[src/rtl/fetch_unit.sv]
// Instruction-fetch stage: single-outstanding imem request, IF/ID register and one-entry skid buffer.
// Optional build macro FETCH_MISALIGN_CHECK_EN adds the if_id_misaligned output and blocks misaligned fetches.
module fetch_unit #(
  parameter int ADDR_WIDTH = 32,
  parameter int DATA_WIDTH = 32
) (
  input  logic                  clk,
  input  logic                  rst,
  input  logic [ADDR_WIDTH-1:0] pc_in,
  output logic                  pc_en,
  output logic                  imem_req_valid,
  input  logic                  imem_req_ready,
  output logic [ADDR_WIDTH-1:0] imem_req_addr,
  input  logic                  imem_rsp_valid,
  input  logic [DATA_WIDTH-1:0] imem_rsp_data,
  input  logic                  stall_in,
  input  logic                  flush_in,
  output logic                  if_id_valid,
  output logic [ADDR_WIDTH-1:0] if_id_pc,
`ifdef FETCH_MISALIGN_CHECK_EN
  output logic                  if_id_misaligned,
`endif
  output logic [DATA_WIDTH-1:0] if_id_instr
);

  typedef enum logic [1:0] {
    ST_REQ  = 2'd0,
    ST_WAIT = 2'd1,
    ST_DROP = 2'd2
  } state_t;

  state_t                  state_reg, state_next;
  logic [ADDR_WIDTH-1:0]   pc_q_reg;
  logic                    skid_valid_reg;
  logic [ADDR_WIDTH-1:0]   skid_pc_reg;
  logic [DATA_WIDTH-1:0]   skid_instr_reg;
  logic                    if_id_valid_reg;
  logic [ADDR_WIDTH-1:0]   if_id_pc_reg;
  logic [DATA_WIDTH-1:0]   if_id_instr_reg;

  logic req_valid_c;
  logic req_fire;
  logic rsp_fresh;
  logic if_id_hold;
  logic fetch_block;
  logic misalign_load;

`ifdef FETCH_MISALIGN_CHECK_EN
  logic misalign_stuck_reg;
  logic if_id_mis_reg;
  logic pc_misaligned;

  assign pc_misaligned = (pc_in[1:0] != 2'b00);
  assign fetch_block   = pc_misaligned || misalign_stuck_reg;
  // Misaligned PC turns into a poisoned IF/ID entry instead of a memory read
  assign misalign_load = (state_reg == ST_REQ) && pc_misaligned && !misalign_stuck_reg &&
                         !skid_valid_reg;
`else
  assign fetch_block   = 1'b0;
  assign misalign_load = 1'b0;
`endif

  assign if_id_hold  = stall_in && if_id_valid_reg;
  assign req_valid_c = (state_reg == ST_REQ) && !rst && !skid_valid_reg && !flush_in && !fetch_block;
  assign req_fire    = req_valid_c && imem_req_ready;
  assign rsp_fresh   = (state_reg == ST_WAIT) && imem_rsp_valid && !flush_in;

  // State register
  always_ff @(posedge clk) begin
    if (rst) begin
      state_reg <= ST_REQ;
    end else begin
      state_reg <= state_next;
    end
  end

  // Next-state logic
  always_comb begin
    state_next = state_reg;
    case (state_reg)
      ST_REQ: begin
        if (req_fire) state_next = ST_WAIT;
      end
      ST_WAIT: begin
        if (imem_rsp_valid)  state_next = ST_REQ;
        else if (flush_in)   state_next = ST_DROP;
      end
      ST_DROP: begin
        if (imem_rsp_valid) state_next = ST_REQ;
      end
      default: state_next = ST_REQ;
    endcase
  end

  // Output logic
  always_comb begin
    imem_req_valid = req_valid_c;
    imem_req_addr  = pc_in;
    pc_en          = req_fire;
  end

  // IF/ID register and skid buffer; a skid entry always drains before any fresh word
  always_ff @(posedge clk) begin
    if (rst) begin
      pc_q_reg        <= '0;
      skid_valid_reg  <= 1'b0;
      skid_pc_reg     <= '0;
      skid_instr_reg  <= '0;
      if_id_valid_reg <= 1'b0;
      if_id_pc_reg    <= '0;
      if_id_instr_reg <= '0;
    end else begin
      if (req_fire) pc_q_reg <= pc_in;

      if (flush_in) begin
        if_id_valid_reg <= 1'b0;
        skid_valid_reg  <= 1'b0;
      end else if (if_id_hold) begin
        if (rsp_fresh) begin
          skid_valid_reg <= 1'b1;
          skid_pc_reg    <= pc_q_reg;
          skid_instr_reg <= imem_rsp_data;
        end
      end else if (skid_valid_reg) begin
        if_id_valid_reg <= 1'b1;
        if_id_pc_reg    <= skid_pc_reg;
        if_id_instr_reg <= skid_instr_reg;
        skid_valid_reg  <= 1'b0;
      end else if (rsp_fresh) begin
        if_id_valid_reg <= 1'b1;
        if_id_pc_reg    <= pc_q_reg;
        if_id_instr_reg <= imem_rsp_data;
      end else if (misalign_load) begin
        if_id_valid_reg <= 1'b1;
        if_id_pc_reg    <= pc_in;
        if_id_instr_reg <= '0;
      end else begin
        if_id_valid_reg <= 1'b0;
      end
    end
  end

`ifdef FETCH_MISALIGN_CHECK_EN
  // Tracks the poison flag alongside IF/ID; fetch stays frozen until a redirect
  always_ff @(posedge clk) begin
    if (rst || flush_in) begin
      misalign_stuck_reg <= 1'b0;
      if_id_mis_reg      <= 1'b0;
    end else if (if_id_hold) begin
      if_id_mis_reg <= if_id_mis_reg;
    end else if (skid_valid_reg || rsp_fresh) begin
      if_id_mis_reg <= 1'b0;
    end else if (misalign_load) begin
      if_id_mis_reg      <= 1'b1;
      misalign_stuck_reg <= 1'b1;
    end else begin
      if_id_mis_reg <= 1'b0;
    end
  end

  assign if_id_misaligned = if_id_mis_reg;
`endif

  assign if_id_valid = if_id_valid_reg;
  assign if_id_pc    = if_id_pc_reg;
  assign if_id_instr = if_id_instr_reg;

endmodule

[config.mk]
export PLATFORM = sky130hd
export DESIGN_NAME = fetch_unit
export DESIGN_NICKNAME = d
export VERILOG_FILES = /design/src/rtl/fetch_unit.sv
export SDC_FILE = /design/constraint.sdc
export NUM_CORES = 1
export LEC_CHECK = 0
export CAP_MARGIN = 20
export CORE_MARGIN = 3
export CORE_UTILIZATION = 45
export CTS_CLUSTER_SIZE = 14
export DETAILED_ROUTE_END_ITERATION = 7
export GPL_ROUTABILITY_DRIVEN = 0
export PLACE_DENSITY = 0.8
export SLEW_MARGIN = 0
export SYNTH_ARGS = -nofsm -noshare
export SYNTH_HDL_FRONTEND = slang
export SYNTH_SLANG_ARGS = --single-unit
[constraint.sdc]
create_clock -name clk -period 2.95 [get_ports clk]
set_clock_uncertainty 0.05 [all_clocks]
set_input_delay 0.59 -clock clk [delete_from_list [all_inputs] [get_ports clk]]
set_output_delay 0.59 -clock clk [all_outputs]
set_load 0.01 [all_outputs]
==> results.md <==
* GRT busiest layer: met2
* Most used flip-flop cell after synthesis: dfxtp_1
* TNS Setup at 0 ps
* Total die area at 18400 sq um
* Synth cell types at 35
* Initial DRT Pass Iterations at 6
* Worst hold path class: register to register
* Flops & latches, synth at 164
* Die Wd at 136 um
* Core area at 16200 sq um
* Count leader, synth: dfxtp_1
* List of most frequent post-synthesis cells: 164 x dfxtp_1, 97 x nand3_1, 65 x a21oi_1
* Hold_buf cts at 0
* Mean Syn Cell Area at 9.44 sq um
* Post-synthesis net count at 872
* Chip Height at 136 um
* CP Buf/Inv Count at 2
* Placed Instance Area at 8970 sq um
* Final #Nets at 954
* Crit path kind: input pin to primary output
* First-pass GRT wire length at 33000 um
* Max-slew violations at 0
* Min Hold Slack at 424 ps
* Critical path cell sequence: clkdlybuf4s50_1 -> or4_4 -> nor2_2 -> clkdlybuf4s50_1
* Total Power at 4.93 mW
* Initial Util at 46.8%
* Vias in the first global route at 6301
* Sequential-to-total area share from yosys stat at 43.4%
* Post-route design area at 9610 sq um
* CP arrival at 2250 ps
* R2r setup slk at 830 ps
* Post-CTS Setup Repair Bufs at 0
* RSZ-0062 raised after global routing: false
* Vias at 6727
* Aggregate routed wire length at 21100 um
* Max Clk Rate at 346 MHz
* HPWL after detailed placement at 12800 um
* IO Port Bufs at 168
* Ports at 169
* Worst R2R End: if_id_instr[6]
* Worst Setup End Kind: primary output
* Routed Antenna Nets at 0
* Clk pin slew, worst setup/hold paths at 60 ps
* Number of cells on the critical path at 4
* Clock root buffer: clkbuf_16
* Drt drc at 0
* Hold Vio Cnt, Final at 0
* Delay-heaviest family, CP: buffers and inverters
* Hold Path Cell Cnt at 2
* WL/cell at 19.0 um
* ANT cells at 0
* Layout Area Growth over Synthesis at 27.0%
* Pleak at 3.16 nW
* Met3 usage at 5.13%
* Max incr delay on CP at 570 ps
* Crit path time final at 2890 ps
* Most used cell, CP: clkdlybuf4s50_1
* Slowest cell on crit path: clkdlybuf4s50_1
* CTS sink count at 164
* Synth area leaders: dfxtp_1 43%, mux2i_1 8.5%, a2111oi_0 7.3%
* Worst-skew pair later-pin latency at 440 ps
* Asr flop ratio synth at 0%
* Largest net degree at the start of global routing at 73
* Total track usage at 22.4%
* Power density over the cells at 513 nW/um^2
* Grt met1 use at 29.4%
* Slew @ Worst Pin at 697 ps
* Rel. slew slack at 53.5%
* Initial detailed-routing violation count at 729
* MaxCap Viol Count at 0
* CP required at 2310 ps
* Yosys top cell by area: dfxtp_1
* Worst r2r src: skid_valid_reg
* Syn Inst Count at 802
* CTS buffer count at 17
* CTS max path bufs at 2
* HP Start: skid_instr_reg[19]
* Status: finished clean
* Via density at 6.04
* CP Launch Type: input pin
* Met2 usage at 36.0%
* Total gr overflow at 0
* Rows at 46
* Cell Area, Synth at 7570 sq um
* Final Non-Filler Cells at 1113
* Yosys warns at 0
* Peak VDD IR at 0.435 mV
* Number of synthesized flops with an enable pin at 0
* CTS tree: yes
* Share of layout cells above drive strength 1 at 11.7%
* Initial antenna violation count at 0
* Worst r2r path cells at 5
* DP Cell Count at 1080
* Worst Path Max Fanout at 4
* Area fraction of the dominant cell type after synthesis at 43.4%
* Part of the cycle the worst path needs at 98.0%
* Setup Viol. Count Final at 0
* Hold Crit Endpoint: skid_instr_reg[19]
* H-tree depth at 4
## per-stage QoR
| step | utilization (%) | worst slack (ps) |
|---|---|---|
| 4_1_cts | 59.3 | 34.0 |
| 5_1_grt | 59.4 | 22.8 |
| 6_report | 59.4 | 59.6 |
| 3_3_place_gp | 55.5 | -108 |
| 3_5_place_dp | 55.5 | -73.0 |
| 2_1_floorplan | - | 758 |
## report_power, final
part	total (mW)	leakage (nW)	switching, mW	internal (mW)
registers	2.26	1.33	0.0211	2.24
logic	0.369	1.54	0.192	0.177
clock network	2.30	0.297	1.01	1.29
## kinds of logic after synthesis
group                  synth area share (%)
AOI/OAI and AO/OA                      27.0
buffers and inverters                  11.5
DFF                                    43.4
and+or+nand+nor                        9.49
muxes                                  8.61
## cell type report
type / instances / area, sq um
flip-flops and latches: 164 / 3290
well taps: 216 / 270
clock buffers: 17 / 425
multi-input cells: 501 / 3440
repair buffers: 197 / 1990
inverters: 3 / 12.5
fillers: 1354 / 6560
clock inverters: 15 / 185
## timing repair
item                                    in CTS  in global routing
endpoints found under the setup margin       2                  1
pin swaps                                    0                  0
resized for setup                            2                  1
gates cloned                                 0                  0
## worst max path at each step
stage,start,to,slack [ps]
finish,flush_in,imem_req_valid,60
global route,flush_in,imem_req_valid,20
CTS,flush_in,pc_en,30
detailed placement,flush_in,imem_req_valid,-70
global placement,flush_in,imem_req_valid,-110
floorplan,flush_in,imem_req_valid,760
## tightest hold or removal path, delay by kind of cell (launching register included)
family         cells  cell delay (ps)
flip-flops         1              310
AO/OA/AOI/OAI      2              120
## layout by cell type, fill, tap and decap left out, types with 2 or more instances in the layout
master             n
clkdlybuf4s50_1  166
dfxtp_1          163
nand3_1           96
a21oi_1           65
mux2i_1           64
a2111oi_0         63
o21ai_0           61
a31o_1            38
nand2_1           34
o211ai_1          32
a31o_2            26
buf_4             23
clkbuf_16         17
inv_6              8
buf_12             7
o21ai_1            3
nor2_2             2
a21o_2             2
inv_8              2
bufinv_16          2
## layer usage
metal | up-vias | routed length (um)
met5 | - | 0
met3 | 33 | 1330
met2 | 246 | 10100
met4 | 0 | 448
li1 | 3175 | -
met1 | 3273 | 9280
Power figures use the tool's default switching activity.
